[src/rtl/dpsk_loop_filter.sv]
// Carrier-tracking loop filter for the DPSK receiver: mixes each received sample with one VCO
// sample, integrates-and-dumps over N_INT products and drives the VCO step through a PI filter.
module dpsk_loop_filter #(
    parameter int unsigned N_INT = 16,
    parameter int unsigned KP_SH = 6,
    parameter int unsigned KI_SH = 10
) (
    input  logic        clk,
    input  logic        rst_n,
    input  logic        clr,
    input  logic [7:0]  rx_in,
    input  logic        rx_valid,
    output logic        rx_ready,
    output logic        rd_en,
    input  logic [7:0]  vco_out,
    output logic [10:0] dlt_step,
    output logic        step_valid
);

    typedef enum logic [1:0] {StIdle, StReq, StCap, StFilt} state_e;

    localparam logic [8:0]         NIntCnt  = 9'(N_INT);
    localparam logic signed [33:0] IntegMax = 34'sd2147483647;
    localparam logic signed [33:0] IntegMin = -34'sd2147483648;
    localparam logic signed [32:0] StepMax  = 33'sd1023;
    localparam logic signed [32:0] StepMin  = -33'sd1024;

    state_e             state_q, state_d;
    logic [7:0]         rx_q, rx_d;
    logic signed [23:0] acc_q, acc_d;
    logic [8:0]         cnt_q, cnt_d;
    logic signed [31:0] integ_q, integ_d;
    logic [10:0]        step_q, step_d;
    logic               step_valid_q, step_valid_d;

    logic signed [15:0] prod;
    logic signed [33:0] integ_sum;
    logic signed [31:0] integ_n;
    logic signed [32:0] acc_ext, integ_ext;
    logic signed [32:0] p_term, i_term, pi_sum;
    logic [10:0]        step_sat;

    assign prod = $signed(rx_q) * $signed(vco_out);

    // Integrator update and PI sum; only consumed in StFilt.
    always_comb begin
        integ_sum = $signed({{2{integ_q[31]}}, integ_q}) + $signed({{10{acc_q[23]}}, acc_q});
        if (integ_sum > IntegMax) begin
            integ_n = 32'sh7fff_ffff;
        end else if (integ_sum < IntegMin) begin
            integ_n = 32'sh8000_0000;
        end else begin
            integ_n = integ_sum[31:0];
        end
        acc_ext   = $signed({{9{acc_q[23]}}, acc_q});
        integ_ext = $signed({integ_n[31], integ_n});
        p_term    = acc_ext >>> KP_SH;
        i_term    = integ_ext >>> KI_SH;
        pi_sum    = p_term + i_term;
        if (pi_sum > StepMax) begin
            step_sat = 11'h3ff;
        end else if (pi_sum < StepMin) begin
            step_sat = 11'h400;
        end else begin
            step_sat = pi_sum[10:0];
        end
    end

    always_comb begin
        state_d      = state_q;
        rx_d         = rx_q;
        acc_d        = acc_q;
        cnt_d        = cnt_q;
        integ_d      = integ_q;
        step_d       = step_q;
        step_valid_d = 1'b0;
        unique case (state_q)
            StIdle: begin
                if (rx_valid) begin
                    rx_d    = rx_in;
                    state_d = StReq;
                end
            end
            StReq: begin
                state_d = StCap;
            end
            StCap: begin
                acc_d   = acc_q + $signed({{8{prod[15]}}, prod});
                cnt_d   = cnt_q + 9'd1;
                state_d = (cnt_d == NIntCnt) ? StFilt : StIdle;
            end
            StFilt: begin
                integ_d      = integ_n;
                step_d       = step_sat;
                step_valid_d = 1'b1;
                acc_d        = '0;
                cnt_d        = '0;
                state_d      = StIdle;
            end
            default: begin
                state_d = StIdle;
            end
        endcase
        // Loop clear wins over everything, dropping any sample in flight.
        if (clr) begin
            state_d      = StIdle;
            rx_d         = '0;
            acc_d        = '0;
            cnt_d        = '0;
            integ_d      = '0;
            step_d       = '0;
            step_valid_d = 1'b0;
        end
    end

    always_ff @(posedge clk or negedge rst_n) begin
        if (!rst_n) begin
            state_q      <= StIdle;
            rx_q         <= '0;
            acc_q        <= '0;
            cnt_q        <= '0;
            integ_q      <= '0;
            step_q       <= '0;
            step_valid_q <= 1'b0;
        end else begin
            state_q      <= state_d;
            rx_q         <= rx_d;
            acc_q        <= acc_d;
            cnt_q        <= cnt_d;
            integ_q      <= integ_d;
            step_q       <= step_d;
            step_valid_q <= step_valid_d;
        end
    end

    assign rx_ready   = (state_q == StIdle);
    assign rd_en      = (state_q == StReq);
    assign dlt_step   = step_q;
    assign step_valid = step_valid_q;

endmodule

[config.mk]
export PLATFORM = sky130hd
export DESIGN_NAME = dpsk_loop_filter
export DESIGN_NICKNAME = d
export VERILOG_FILES = /design/src/rtl/dpsk_loop_filter.sv
export SDC_FILE = /design/constraint.sdc
export NUM_CORES = 1
export LEC_CHECK = 0
export CAP_MARGIN = 10
export CORE_ASPECT_RATIO = 2
export CORE_MARGIN = 5
export CORE_UTILIZATION = 45
export CTS_BUF_LIST = sky130_fd_sc_hd__clkbuf_2 sky130_fd_sc_hd__clkbuf_4 sky130_fd_sc_hd__clkbuf_8
export DETAILED_ROUTE_END_ITERATION = 6
export RECOVER_POWER = 50
export SYNTH_ARGS = -nofsm -noshare
export SYNTH_HDL_FRONTEND = slang
export SYNTH_SLANG_ARGS = --single-unit
export TNS_END_PERCENT = 20
[constraint.sdc]
create_clock -name clk -period 7.86 [get_ports clk]
set_clock_uncertainty 0.2 [all_clocks]
set_input_delay 0.786 -clock clk [delete_from_list [all_inputs] [get_ports clk]]
set_output_delay 0.786 -clock clk [all_outputs]
set_load 0.005 [all_outputs]
==> qor.yml <==
status:
  status: "finished with violations"
  violations: "max-capacitance violations, max-slew violations"
finish:
  area_delta_synth_final_pct: 7.49
  final_cells: 1630
  drive_gt1_frac: 0.0409
  fin_util: 0.491
  multi_input_area_um2: 8280
  n_fill_cell: 2445
  regArea_um2: 2180
  fin_nets: 1529
clocking:
  cts_resized: 0
  cts.sinks: 87
  h-tree-depth: 3
  clkSlewWorstSetupHoldPaths_ns: 0.10
  post-cts-setup-buffer-count: 0
  clk_latency_ns: 0.41
  hold_buffers: 0
  ctsLongestPathBuffers: 2
  cts_tree: "yes"
  cts-buffers-inserted: 9
  clockRootBuffer: "clkbuf_8"
timing:
  finalSetupTns_ns: 0
  period_share: 0.884
  finalSetupViolCount: 0
  slew_headroom: -0.886
  rsz0062_at_grt: "no"
  final_hold_viol_count: 0
  fmax_mhz: 144
  min_period_ns: 6.95
  tightest_slew_ns: 2.83
  slew_violations: 90
power_and_ir_drop:
  p_sw_uw: 769
  p_total_mw: 1.73
  pwr-share-seq: 0.281
  ir_drop_mv: 0.0752
  powerDensity_nw_per_um2: 143
  comb_power_share: 0.532
  p_sw_frac: 0.445
  power_leakage_nw: 6.00
  power.internal_uw: 957
  clkPwrFrac: 0.187
critical_path:
  cp.depth: 22
  timing.critical_path.mode_cell: "a21oi_1"
  crit_start: "acc_q[16]"
  r2r_slack_ns: 0.91
  crit_type: "reg -> reg"
  worstReg2RegStart: "acc_q[16]"
  r2r_cells: 22
  critPathArrivalTime_ns: 7.01
  cp_slowest_cell: "a22oi_2"
  crit_path_max_fanout: 13
  critPathBufInv: 2
  critPathTopFamily: "compound AO/OA/AOI/OAI gates"
  cp_cell_sequence: "ha_1, buf_4, a21o_1, a31oi_1, o211ai_1, a21oi_1, a21oi_1, o31ai_1, a2111o_1, nand2_1, buf_4, o21ai_0, ha_1, a21oi_1, a21oi_1, a211o_1, a31oi_1, a21o_1, mux2i_1, o2111ai_1, a22oi_2, o211ai_1"
  cp-end-kind: "flip-flop"
  cp.required_ns: 7.92
  critPathLaunchType: "flip-flop"
  critPathMaxStageDelay_ns: 0.56
logic_synthesis:
  syn_nets: 1519
  synth_top_area_share: 0.194
  synthAdderAreaFrac: 0.314
  synth-seq-cells: 87
  synth_most_common_cell: "inv_1"
  yosysSeqAreaShare: 0.194
  syn_inst: 1282
  syn-cell-area_um2: 11200
  synth_area_per_cell_um2: 8.73
  synth-compound-area-share: 0.209
  yosys.area_share.simple: 0.164
  synth_edf_count: 0
  yosysTopAreaCell: "dfrtp_1"
  synth_top_family_by_area: "adder cells"
  synth_cell_types: 76
  synth_ff_type: "dfrtp_1"
  yosys-mux-area-fraction: 0.00447
  ys_top_cells_by_area: "dfrtp_1, fa_1, ha_1"
  yosys.area_share.xor_xnor: 0.0469
  synth_common_cells: "inv_1, nand2_1, ha_1"
  ys_warn_count: 0
  ys_async_sr_fraction: 1.00
run:
  maxCapViolations: 2
route:
  wl_um: 31800
  viasPerCell: 5.79
  wire_per_inst_um: 19.5
  dr.pass1.iters: 7
  vias: 9435
  drt_first_iter_violations: 408
  postRouteAntennaNets: 0
  drc_errors: 0
global_route:
  grt_max_degree: 52
  antenna_found_initial: 1
  grt_pass1_vias: 10100
  grt_pass1_wl_um: 51600
  grt_usage: 0.233
  grt.overflow.total: 0
worst_hold_path:
  min-delay-start: "dlt_step[10]"
  hold_path_class: "reg -> reg"
  hold_depth: 2
floorplan:
  rows: 81
  die_h_um: 233
  die_x_um: 122
  ios: 34
  dieArea_um2: 28300
  start_util: 0.457
  core-area_um2: 24500
placed_design:
  port_buffers: 33
  dpl.hpwl_um: 26000
  dp.cells: 1613
  place.gp.congestion: 0.917
[through the flow]
step	area (µm²)	hold slack, ns	setup slack [ns]
floorplan	11200	0.254	1.45
global placement	11900	0.269	0.867
detailed placement	11900	0.275	0.742
CTS	12000	0.141	1.03
global route	12000	0.337	0.460
finish	12000	0.292	0.909
[worst paths after layout]
check	end
worst min-delay path	dlt_step[10]
min in group asynchronous	state_q[0]
max in group asynchronous	acc_q[23]
worst max-delay path	dlt_step[7]
worst min register to register	dlt_step[10]
worst max register to register	dlt_step[7]
[layer usage]
metal | up-vias | share of wire | track usage
met5 | - | 0 | 0
met4 | 0 | 0.060 | 0.137
met3 | 99 | 0.024 | 0.0245
met2 | 194 | 0.56 | 0.453
met1 | 4668 | 0.35 | 0.233
li1 | 4474 | - | -
[logic make-up (layout without fill, tap and decap cells)]
family	after synthesis	count (layout)
AO/OA/AOI/OAI	345	345
XOR/XNOR	60	60
adder cells (fa/ha/maj)	217	217
buffers and inverters	195	210
flip-flops	87	87
multiplexers	5	5
other	0	1
AND/OR/NAND/NOR	373	373
[flip-flops by register name (all words and copies together) (netlist names)]
register and cells:
step_valid 1, rx_q 8, state_q 2, cnt_q 9, integ_q 32, acc_q 24
dlt_step 11
[cells in the final DEF (no fill, tap or decap), types with 12 or more instances in the layout]
| cell type | instances |
|---|---|
| nand2b_1 | 20 |
| a211oi_1 | 12 |
| xnor2_1 | 27 |
| a21oi_1 | 86 |
| nor2_1 | 51 |
| buf_4 | 13 |
| o21ai_0 | 84 |
| o211ai_1 | 21 |
| xor2_1 | 33 |
| inv_1 | 145 |
| a21o_1 | 29 |
| dfrtp_1 | 87 |
| a22o_1 | 30 |
| nand2_1 | 129 |
| clkdlybuf4s50_1 | 31 |
| and2_1 | 35 |
| ha_1 | 111 |
| nor3_1 | 25 |
| and3_1 | 12 |
| nand3_1 | 41 |
| fa_1 | 106 |
[power by group through the flow]
stage	sequential [mW]	combinational (mW)	clock [mW]
2_1_floorplan	0.477	0.688	0
3_3_place_gp	0.495	0.920	0
3_5_place_dp	0.495	0.926	0
4_1_cts	0.486	0.935	0.332
5_1_grt	0.487	1.05	0.346
6_report	0.485	0.918	0.323
[worst reg2reg max path, stage by stage, from the launching register on]
cell and delay [ns]:
dfrtp_1 0.47, ha_1 0.32, buf_4 0.17, a21o_1 0.21, a31oi_1 0.22, o211ai_1 0.20, a21oi_1 0.24, a21oi_1 0.12
o31ai_1 0.51, a2111o_1 0.29, nand2_1 0.33, buf_4 0.29, o21ai_0 0.32, ha_1 0.41, a21oi_1 0.33, a21oi_1 0.14
a211o_1 0.28, a31oi_1 0.34, a21o_1 0.24, mux2i_1 0.19, o2111ai_1 0.21, a22oi_2 0.56, o211ai_1 0.21
[layout make-up]
| type | count | share of cell area |
|---|---|---|
| antenna | 1 | 0.000208 |
| multi-input combinational | 1000 | 0.688 |
| inverter | 147 | 0.0458 |
| clock inverter | 6 | 0.00437 |
| sequential | 87 | 0.181 |
| timing repair buffer | 47 | 0.0353 |
| tap | 332 | 0.0345 |
| clock buffer | 10 | 0.0109 |
Power figures use the tool's default switching activity.
